==> config.mk <==
export PLATFORM = sky130hd
export DESIGN_NAME = fpregfile_commit_arb_flat
export DESIGN_NICKNAME = d
export VERILOG_FILES = /design/src/rtl/fpregfile_commit_arb_pkg.sv /design/src/rtl/fpregfile_commit_arb_if.sv /design/src/rtl/fpregfile_commit_arb_cmt_fifo.sv /design/src/rtl/fpregfile_commit_arb.sv /design/src/flat_wrapper.sv
export SDC_FILE = /design/constraint.sdc
export NUM_CORES = 1
export LEC_CHECK = 0
export ABC_AREA = 1
export CAP_MARGIN = 20
export CELL_PAD_IN_SITES_DETAIL_PLACEMENT = 1
export CELL_PAD_IN_SITES_GLOBAL_PLACEMENT = 2
export CORE_ASPECT_RATIO = 1.75
export CORE_MARGIN = 5
export CORE_UTILIZATION = 31
export DETAILED_ROUTE_END_ITERATION = 12
export GPL_TIMING_DRIVEN = 1
export HOLD_SLACK_MARGIN = 0.03
export PLACE_DENSITY = 0.73
export SLEW_MARGIN = 40
export SYNTH_ARGS = -nofsm -noshare
export SYNTH_HDL_FRONTEND = slang
export SYNTH_HIERARCHICAL = 1
export SYNTH_SLANG_ARGS = --single-unit
==> constraint.sdc <==
create_clock -name gclk -period 3.1 [get_ports gclk]
set_input_delay 0.465 -clock gclk [delete_from_list [all_inputs] [get_ports gclk]]
set_output_delay 0.465 -clock gclk [all_outputs]
set_load 0.01 [all_outputs]
==> src/rtl/fpregfile_commit_arb_pkg.sv <==
// fpregfile_commit_arb_pkg: shared commit-bus types, arbiter states and regfile geometry.
package fpregfile_commit_arb_pkg;

   localparam int NFPREGADDRMSB = 9;
   localparam int FPRF_ADDRW    = NFPREGADDRMSB + 1;
   localparam int NFPRFROWS     = 2 ** (FPRF_ADDRW - 1);

   typedef enum logic {FPRF_INIT, FPRF_RUN} fprf_arb_state_type;

   typedef struct packed {
      logic clk;
   } iu_clk_type;

   // ph_addr[0] picks the 32-bit half, ph_addr[FPRF_ADDRW-1:1] is the row
   typedef struct packed {
      logic [FPRF_ADDRW-1:0] ph_addr;
      logic [31:0]           ph1_data;
      logic [31:0]           ph2_data;
      logic                  ph1_parity;
      logic                  ph2_parity;
      logic                  ph1_we;
      logic                  ph2_we;
   } fpregfile_commit_type;

endpackage

==> src/rtl/fpregfile_commit_arb_if.sv <==
// fpregfile_commit_arb_if: commit sources, scoreboard query and regfile write bus of the arbiter.
interface fpregfile_commit_arb_if
   import fpregfile_commit_arb_pkg::*;
#(
   parameter int ADDRW = FPRF_ADDRW
) ();

   logic                 fpu_valid;
   fpregfile_commit_type fpu_cmt;
   logic                 ld_valid;
   logic                 ld_ready;
   fpregfile_commit_type ld_cmt;
   logic [ADDRW-1:0]     chk_addr;
   logic                 chk_hit;
   fpregfile_commit_type rfc;
   logic                 busy;
   logic                 init_done;
   logic                 seq_err;

   modport master (
      output fpu_valid, fpu_cmt, ld_valid, ld_cmt, chk_addr,
      input  ld_ready, chk_hit, rfc, busy, init_done, seq_err
   );

   modport slave (
      input  fpu_valid, fpu_cmt, ld_valid, ld_cmt, chk_addr,
      output ld_ready, chk_hit, rfc, busy, init_done, seq_err
   );

endinterface

==> src/rtl/fpregfile_commit_arb_cmt_fifo.sv <==
// fprf_cmt_fifo: register FIFO of load commits exposing per-entry valid and address for the hazard compare.
module fprf_cmt_fifo
   import fpregfile_commit_arb_pkg::*;
#(
   parameter int QDEPTH = 4
) (
   input  logic                                 clk,
   input  logic                                 rst,
   input  logic                                 push,
   input  logic                                 pop,
   input  fpregfile_commit_type                 din,
   output fpregfile_commit_type                 head,
   output logic [$clog2(QDEPTH):0]              count,
   output logic [QDEPTH-1:0]                    ent_vld,
   output logic [QDEPTH-1:0][FPRF_ADDRW-1:0]    ent_addr
);

   localparam int PW = $clog2(QDEPTH);
   localparam int CW = PW + 1;

   fpregfile_commit_type mem [QDEPTH];
   logic [PW-1:0] wp, rp;

   always_ff @(posedge clk)
      if (push) mem[wp] <= din;

   // push never targets the slot being popped: ld_ready blocks pushes at full
   always_ff @(posedge clk or posedge rst)
      if (rst) begin
         wp      <= '0;
         rp      <= '0;
         count   <= '0;
         ent_vld <= '0;
      end else begin
         if (push) begin
            wp          <= wp + 1'b1;
            ent_vld[wp] <= 1'b1;
         end
         if (pop) begin
            rp          <= rp + 1'b1;
            ent_vld[rp] <= 1'b0;
         end
         count <= count + CW'(push) - CW'(pop);
      end

   assign head = mem[rp];

   always_comb
      for (int i = 0; i < QDEPTH; i++) ent_addr[i] = mem[i].ph_addr;

endmodule

==> src/rtl/fpregfile_commit_arb.sv <==
// fpregfile_commit_arb: merges FPU and FP-load commits onto the registered regfile write bus.
// Define FPREGFILE_INIT_EN to add a post-reset sweep that zeroes every row before RUN.
module fpregfile_commit_arb
   import fpregfile_commit_arb_pkg::*;
#(
   parameter int ADDRW  = FPRF_ADDRW,
   parameter int QDEPTH = 4
) (
   input iu_clk_type             gclk,
   input logic                   rst,
   fpregfile_commit_arb_if.slave bus
);

   localparam int CW = $clog2(QDEPTH) + 1;
   localparam int RW = ADDRW - 1;
`ifdef FPREGFILE_INIT_EN
   localparam fprf_arb_state_type RST_STATE = FPRF_INIT;
`else
   localparam fprf_arb_state_type RST_STATE = FPRF_RUN;
`endif

   logic                             clk;
   fprf_arb_state_type               state;
   logic [RW-1:0]                    row;
   logic [CW-1:0]                    count;
   logic [QDEPTH-1:0]                ent_vld;
   logic [QDEPTH-1:0][FPRF_ADDRW-1:0] ent_addr;
   fpregfile_commit_type             head, idle, sweep, rfc_d, rfc_q;
   logic                             init_done_q, seq_err_q, fpu_go, ld_acc, pop, byp, push, hit;

   assign clk          = gclk.clk;
   assign bus.ld_ready = !rst && state == FPRF_RUN && count < CW'(QDEPTH);
   assign ld_acc       = bus.ld_valid && bus.ld_ready;
   assign fpu_go       = bus.fpu_valid && init_done_q;
   assign pop          = state == FPRF_RUN && !fpu_go && count != '0;
   assign byp          = !fpu_go && count == '0 && ld_acc;
   assign push         = ld_acc && !byp;

   fprf_cmt_fifo #(.QDEPTH(QDEPTH)) u_fifo (
      .clk      (clk),
      .rst      (rst),
      .push     (push),
      .pop      (pop),
      .din      (bus.ld_cmt),
      .head     (head),
      .count    (count),
      .ent_vld  (ent_vld),
      .ent_addr (ent_addr)
   );

   // an idle slot keeps address/data so the write port only sees the enables drop
   always_comb begin
      idle        = rfc_q;
      idle.ph1_we = 1'b0;
      idle.ph2_we = 1'b0;
      sweep         = '0;
      sweep.ph_addr = {row, 1'b0};
      sweep.ph1_we  = 1'b1;
      sweep.ph2_we  = 1'b1;
      rfc_d = state == FPRF_INIT ? sweep :
              fpu_go             ? bus.fpu_cmt :
              pop                ? head :
              byp                ? bus.ld_cmt : idle;
      hit = 1'b0;
      for (int i = 0; i < QDEPTH; i++)
         hit = hit | (ent_vld[i] && ((ent_addr[i] ^ bus.chk_addr) >> 1) == '0);
   end

   always_ff @(posedge clk or posedge rst)
      if (rst) begin
         state       <= RST_STATE;
         row         <= '0;
         rfc_q       <= '0;
         init_done_q <= 1'b0;
         seq_err_q   <= 1'b0;
      end else begin
         rfc_q       <= rfc_d;
         init_done_q <= state == FPRF_RUN;
         if (bus.fpu_valid && !init_done_q) seq_err_q <= 1'b1;
         if (state == FPRF_INIT) begin
            row <= row + 1'b1;
            if (row == RW'(NFPRFROWS - 1)) state <= FPRF_RUN;
         end
      end

   assign bus.rfc       = rfc_q;
   assign bus.busy      = count != '0;
   assign bus.chk_hit   = hit;
   assign bus.init_done = init_done_q;
   assign bus.seq_err   = seq_err_q;

endmodule

==> src/flat_wrapper.sv <==
// flat-port wrapper written by rule: the top's interface ports become plain ports
module fpregfile_commit_arb_flat import fpregfile_commit_arb_pkg::*;
#(
   parameter int ADDRW  = FPRF_ADDRW,
   parameter int QDEPTH = 4
)
  (gclk, rst, bus_fpu_valid, bus_fpu_cmt, bus_ld_valid, bus_ld_cmt, bus_chk_addr, bus_ld_ready, bus_chk_hit, bus_rfc, bus_busy, bus_init_done, bus_seq_err);
  fpregfile_commit_arb_if #(.ADDRW(ADDRW)) bus_i ();
  input iu_clk_type gclk;
  input logic rst;
  input wire logic [$bits(bus_i.fpu_valid)-1:0] bus_fpu_valid;
  input wire logic [$bits(bus_i.fpu_cmt)-1:0] bus_fpu_cmt;
  input wire logic [$bits(bus_i.ld_valid)-1:0] bus_ld_valid;
  input wire logic [$bits(bus_i.ld_cmt)-1:0] bus_ld_cmt;
  input wire logic [$bits(bus_i.chk_addr)-1:0] bus_chk_addr;
  output wire logic [$bits(bus_i.ld_ready)-1:0] bus_ld_ready;
  output wire logic [$bits(bus_i.chk_hit)-1:0] bus_chk_hit;
  output wire logic [$bits(bus_i.rfc)-1:0] bus_rfc;
  output wire logic [$bits(bus_i.busy)-1:0] bus_busy;
  output wire logic [$bits(bus_i.init_done)-1:0] bus_init_done;
  output wire logic [$bits(bus_i.seq_err)-1:0] bus_seq_err;
  assign bus_i.fpu_valid = bus_fpu_valid;
  assign bus_i.fpu_cmt = bus_fpu_cmt;
  assign bus_i.ld_valid = bus_ld_valid;
  assign bus_i.ld_cmt = bus_ld_cmt;
  assign bus_i.chk_addr = bus_chk_addr;
  assign bus_ld_ready = bus_i.ld_ready;
  assign bus_chk_hit = bus_i.chk_hit;
  assign bus_rfc = bus_i.rfc;
  assign bus_busy = bus_i.busy;
  assign bus_init_done = bus_i.init_done;
  assign bus_seq_err = bus_i.seq_err;
  fpregfile_commit_arb #(.ADDRW(ADDRW), .QDEPTH(QDEPTH)) u_core (.gclk(gclk), .rst(rst), .bus(bus_i));
endmodule
==> flow_metrics.tcl, run 1 <==
set metrics [dict create \
    hpwl_um 39000 \
    synth.net_count 2434 \
    post_synth_instance_area_mm2 0.0197 \
    via_per_inst 4.56 \
    globalRouteTotalUtil 0.173 \
    start_kind "primary input" \
    postLayoutCellArea_mm2 0.0244 \
    gp_congestion 0.759 \
    clock-skew-final_ns 0.0215 \
    filler_cell_count 7413 \
    clock_net_sink_count 413 \
    critPathMaxStageDelay_ns 0.64 \
    postCtsHoldBufs 0 \
    worstPathRequired_ns 2.63 \
    grt_antenna_before_repair 7 \
    row_count 122 \
    outcome "finished, final reports clean" \
    p_leak_uw 0.0112 \
    cap_violations 0 \
    finalWorstPathRequiredPeriod_ns 2.74 \
    power.total_uw 11700 \
    setup-tns-final_ns 0 \
    placeableCoreArea_mm2 0.0632 \
    clock_tree_from_tritoncts "yes" \
    area_of_all_sequential_standard_cells_mm2 0.0119 \
    post-route-drc-count 0 \
    cellPowerDensity_mw_per_mm2 480 \
    first_global_vias 16694 \
    maxClockFrequency_mhz 365 \
    placement.cell_area_mm2 0.0229 \
    max_slew.worst_pin.slew_ns 0.751 \
    cts.root.buffer_cell "sky130_fd_sc_hd__clkbuf_16" \
    starting_density_of_the_core 0.313 \
    path_clk_slew_ns 0.06 \
    layout-drive-gt1-share 0.0477 \
    max-clock-path-buffers 3 \
    routedWlPerCell_um 18.3 \
    drt_first_iter_violations 511 \
    maximum_number_of_pins_on_one_net_before_global_route_repair 87 \
    rr_startpoint "u_core/state" \
    vertical_die_dimension_um 344 \
    grt.overflow.total 0 \
    timing.final.setup_violations 0 \
    cp-end-kind "output port" \
    post-route-util 0.386 \
    cts.htree.levels 2 \
    post_cts.resized_instances 0 \
    die_w_um 201 \
    area_occupied_by_multi_input_gates_mm2 0.00560 \
    path_class "primary input to output port" \
    worstPathArrival_ns 2.28 \
    timing.critical_path.slowest_stage_cell "sky130_fd_sc_hd__clkdlybuf4s50_1" \
    worstPathMaxFanout 5 \
    synthesis.instances 2251 \
    layout.nets 2624 \
    worstHoldPathType "primary input to async pin" \
    worst_slew_margin_rel 0.499 \
    rrSetupSlack_ns 0.39 \
    finalHoldViolations 0 \
    timing.final.max_slew_violations 0 \
    detailroute.via_count 14965 \
    grt_pass1_wl_um 94000 \
    crit_buf_inv 3 \
    detail-route-antenna-nets 0 \
    place.port_buffers 251 \
    die-area_mm2 0.0691 \
    drt_wl_total_um 60300 \
    critical_path.cell_chain "clkdlybuf4s50_1 -> inv_1 -> nand2_1 -> nand2_1 -> nor2_1 -> nand3_1 -> nor2_1 -> nor2_1 -> nand2_1 -> clkdlybuf4s50_1" \
    timing.final.crit_share 0.885 \
    io_pins 253 \
    cts-buffers-inserted 42 \
    avgSynthCellArea_um2 8.77 \
    cts.repair_timing.setup_buffer_count 0 \
    cpLargestDelayFamily "buffers and inverters" \
    peakVddDrop_uv 416 \
    worstRegToRegCells 12 \
    clock_insertion_delay_worst_skew_ns 0.57 \
    area.growth.synth_to_final_pct 23.5 \
    yosys_warnings 6 \
    detail_route.first_pass.iterations 5 \
    rsz0062_at_grt "false" \
    timing.rr.end "u_core/u_fifo/count[2]" \
]
## worst reg2reg max path, stage by stage, from the launching register on
cell and delay (ns):
sky130_fd_sc_hd__dfstp_4 0.76, sky130_fd_sc_hd__inv_2 0.17, sky130_fd_sc_hd__nor2_1 0.12, sky130_fd_sc_hd__nand3_1 0.17, sky130_fd_sc_hd__a31oi_1 0.29, sky130_fd_sc_hd__inv_1 0.10
sky130_fd_sc_hd__ha_1 0.29, sky130_fd_sc_hd__inv_1 0.04, sky130_fd_sc_hd__ha_2 0.17, sky130_fd_sc_hd__fa_2 0.34, sky130_fd_sc_hd__inv_1 0.06, sky130_fd_sc_hd__nand3_1 0.07
sky130_fd_sc_hd__nand2_1 0.06
## layout by cell type, fill, tap and decap left out, types with 15 or more instances in the layout
cell type and n:
sky130_fd_sc_hd__buf_12 16, sky130_fd_sc_hd__clkbuf_16 42, sky130_fd_sc_hd__clkdlybuf4s50_1 251, sky130_fd_sc_hd__dfrtp_1 98, sky130_fd_sc_hd__edfxtp_1 312, sky130_fd_sc_hd__inv_1 374, sky130_fd_sc_hd__nand2_1 972, sky130_fd_sc_hd__nand3_1 248
sky130_fd_sc_hd__nor2_1 36, sky130_fd_sc_hd__xor2_1 15
## how the worst max path moves through the flow
stage                    start  slack (ns)                 endpoint  cells past startpoint
2_1_floorplan              rst       -0.90  u_core/u_fifo/mem[0][0]                      6
3_3_place_gp   bus_chk_addr[8]        0.31              bus_chk_hit                      8
3_5_place_dp               rst        0.33  u_core/u_fifo/mem[1][8]                      8
4_1_cts        bus_chk_addr[8]        0.33              bus_chk_hit                     10
5_1_grt           u_core/state        0.20   u_core/u_fifo/count[2]                     12
6_report       bus_chk_addr[8]        0.36              bus_chk_hit                     10
## report_power, final
group	leakage, uW	internal, uW	switching, uW
Combinational	0.00637	203	158
Sequential	0.00413	5960	0.0000000000000138
Clock	0.000701	3200	2190
## metrics by stage
stage | setup slack [ns] | hold WS (ns) | std cells
6_report | 0.358 | 0.396 | 3285
5_1_grt | 0.195 | 0.425 | 3282
3_3_place_gp | 0.307 | 0.461 | 3203
4_1_cts | 0.328 | 0.381 | 3279
2_1_floorplan | -0.902 | 0.317 | 2251
3_5_place_dp | 0.335 | 0.465 | 3203
## sequential cells by signal (all words and copies together) (netlist names)
| name | count |
|---|---|
| u_core/u_fifo/rp | 2 |
| u_core/u_fifo/wp | 2 |
| u_core/bus.seq_err | 1 |
| u_core/u_fifo/mem | 312 |
| u_core/bus.rfc | 78 |
| u_core/bus.init_done | 1 |
| u_core/u_fifo/ent_vld | 4 |
| u_core/row | 9 |
| u_core/u_fifo/count | 3 |
| u_core/state | 1 |
## area by class of cell
cell class,count,area share
diodes,6,0.000616
multi-input cells,1319,0.230
well taps,806,0.0413
inverters,384,0.0601
repair buffers,281,0.121
flip-flops and latches,413,0.488
clock inverters,24,0.0140
clock buffers,52,0.0450
## metal layers
metal | track usage | wire length [um]
met5 | 0 | 13
met4 | 0.0497 | 1290
met3 | 0.0319 | 2550
met2 | 0.332 | 32100
met1 | 0.193 | 24300
(Power assumes the default switching activity.)
==> run 2, diff against run 1 <==
- CORE_UTILIZATION: 31 -> 32
- CTS_BUF_LIST: unset -> sky130_fd_sc_hd__clkbuf_4 sky130_fd_sc_hd__clkbuf_8
- PLACE_DENSITY: 0.73 -> 0.75
==> flow_metrics.tcl, run 2 (same netlist as run 1, synthesis figures left out) <==
set metrics [dict create \
    gr-max-usage-layer "met2" \
    timing.critical_path.slowest_stage_cell "sky130_fd_sc_hd__clkdlybuf4s50_1" \
    maxClockFrequency_mhz 359 \
    rsz0062_at_grt "false" \
    largest_register_by_flop_count "u_core/u_fifo/mem" \
    crit_buf_inv 3 \
    finalWorstPathRequiredPeriod_ns 2.79 \
    place.port_buffers 251 \
    via_per_inst 4.56 \
    layout_commonest_cell "sky130_fd_sc_hd__nand2_1" \
    maximum_number_of_pins_on_one_net_before_global_route_repair 94 \
    grt_use_met2 0.340 \
    critPathMaxStageDelay_ns 0.63 \
    worstPathRequired_ns 2.63 \
    row_count 120 \
    first_global_vias 16955 \
    detailroute.via_count 15160 \
    starting_density_of_the_core 0.322 \
    clock_insertion_delay_worst_skew_ns 0.60 \
    path_class "primary input to output port" \
    grt_util_met1 0.201 \
    grt_antenna_before_repair 2 \
    rrSetupSlack_ns 0.53 \
    max-clock-path-buffers 3 \
    placeableCoreArea_mm2 0.0613 \
    worstHoldPathType "primary input to async pin" \
    outcome "finished, final reports clean" \
    cap_violations 0 \
    vertical_die_dimension_um 339 \
    die_w_um 198 \
    cpLargestDelayFamily "buffers and inverters" \
    clock-skew-final_ns 0.0276 \
    detail_route.first_pass.iterations 5 \
    detail-route-antenna-nets 0 \
    post-route-util 0.398 \
    most-common-layout-cells "sky130_fd_sc_hd__nand2_1 (972), sky130_fd_sc_hd__inv_1 (374), sky130_fd_sc_hd__edfxtp_1 (312), sky130_fd_sc_hd__clkdlybuf4s50_1 (251), sky130_fd_sc_hd__nand3_1 (248)" \
    path_clk_slew_ns 0.06 \
    post_cts.resized_instances 0 \
    rr_startpoint "u_core/state" \
    cts.root.buffer_cell "sky130_fd_sc_hd__clkbuf_8" \
    cp-end-kind "output port" \
    finalNonFillerCells 3324 \
    grt_pass1_wl_um 94900 \
    io_pins 253 \
    critical_path.cell_chain "clkdlybuf4s50_1 -> inv_1 -> nand2_1 -> nand2_1 -> nor2_1 -> nand3_1 -> nor2_1 -> nor2_1 -> nand2_1 -> clkdlybuf4s50_1" \
    layout.nets 2660 \
    gp_congestion 0.793 \
    cellPowerDensity_mw_per_mm2 457 \
    globalRouteTotalUtil 0.180 \
    timing.final.crit_share 0.899 \
    max_ffs_per_register 312 \
    cts.repair_timing.setup_buffer_count 0 \
    timing.rr.end "u_core/u_fifo/count[1]" \
    worst_slew_margin_rel 0.538 \
    grt.overflow.total 0 \
    grt.met3_usage 0.0348 \
    worstPathMaxFanout 5 \
    die-area_mm2 0.0670 \
    finalHoldViolations 0 \
    p_leak_uw 0.0113 \
    post-route-drc-count 0 \
    cts-buffers-inserted 67 \
    area.growth.synth_to_final_pct 23.5 \
    clock_tree_from_tritoncts "yes" \
    max_slew.worst_pin.slew_ns 0.694 \
    worstRegToRegCells 7 \
    power.total_uw 11100 \
    filler_cell_count 7185 \
    timing.final.max_slew_violations 0 \
    postCtsHoldBufs 0 \
    layout-drive-gt1-share 0.0700 \
    setup-tns-final_ns 0 \
    drt_wl_total_um 60500 \
    drt_first_iter_violations 541 \
    peakVddDrop_uv 285 \
    routedWlPerCell_um 18.2 \
    placedCellCount 3201 \
    worstPathArrival_ns 2.32 \
    start_kind "primary input" \
    hpwl_um 39800 \
    timing.final.setup_violations 0 \
    clock_net_sink_count 413 \
    cts.htree.levels 3 \
    worst_hold_slack_ns 0.298 \
]
## run 2: cell count changes in the layout (fill, tap and decap cells not counted), moves of 3 or more
cell	change
sky130_fd_sc_hd__clkinv_2	-3
sky130_fd_sc_hd__buf_6	-3
sky130_fd_sc_hd__diode_2	-3
sky130_fd_sc_hd__clkinv_1	+5
sky130_fd_sc_hd__clkbuf_4	+27
sky130_fd_sc_hd__bufinv_16	-8
sky130_fd_sc_hd__clkbuf_1	-9
sky130_fd_sc_hd__clkbuf_8	+78
sky130_fd_sc_hd__buf_4	+12
sky130_fd_sc_hd__clkbuf_16	-42
## run 2: area by class of cell
| type | instances | area, um2 | share of cell area |
|---|---|---|---|
| inverters | 384 | 1470 | 0.0601 |
| multi-input cells | 1319 | 5600 | 0.230 |
| clock buffers | 106 | 1290 | 0.0529 |
| well taps | 793 | 992 | 0.0407 |
| flip-flops and latches | 413 | 11900 | 0.488 |
| repair buffers | 292 | 3050 | 0.125 |
| diodes | 3 | 7.51 | 0.000308 |
| clock inverters | 14 | 63.8 | 0.00262 |
## run 2: where the power goes
group          internal, uW      switching [uW]
Combinational           203                 160
Sequential             5960  0.0000000000000168
Clock                  2640                2180
## run 2: metal layers
layer / wire, um / up-vias
met5: 0 / -
met4: 1490 / 0
met3: 2830 / 97
met2: 32300 / 299
met1: 23900 / 7417
li1: - / 7347
## run 2: per-stage QoR
step	area, um2	setup slack (ns)
floorplan	19800	-0.902
global placement	23000	0.302
detailed placement	23000	0.278
CTS	24400	0.267
global route	24400	0.190
finish	24400	0.312
## run 2: worst register-to-register path: stages (launching register included)
cell                      delay (ns)
sky130_fd_sc_hd__dfstp_4        0.61
sky130_fd_sc_hd__buf_4          0.46
sky130_fd_sc_hd__nand2_1        0.21
sky130_fd_sc_hd__a21oi_4        0.24
sky130_fd_sc_hd__ha_1           0.27
sky130_fd_sc_hd__inv_1          0.06
sky130_fd_sc_hd__ha_2           0.17
sky130_fd_sc_hd__fa_2           0.42
## run 2: worst max-delay path by stage
stage / startpoint / endpoint / slack, ns / cells past startpoint
after global routing: bus_chk_addr[8] / bus_chk_hit / 0.19 / 10
final: bus_chk_addr[8] / bus_chk_hit / 0.31 / 10
after CTS: u_core/state / bus_ld_ready / 0.27 / 3
after detailed placement: bus_chk_addr[8] / bus_chk_hit / 0.28 / 10
after floorplan: rst / u_core/u_fifo/mem[0][0] / -0.90 / 6
after global placement: bus_chk_addr[8] / bus_chk_hit / 0.30 / 8
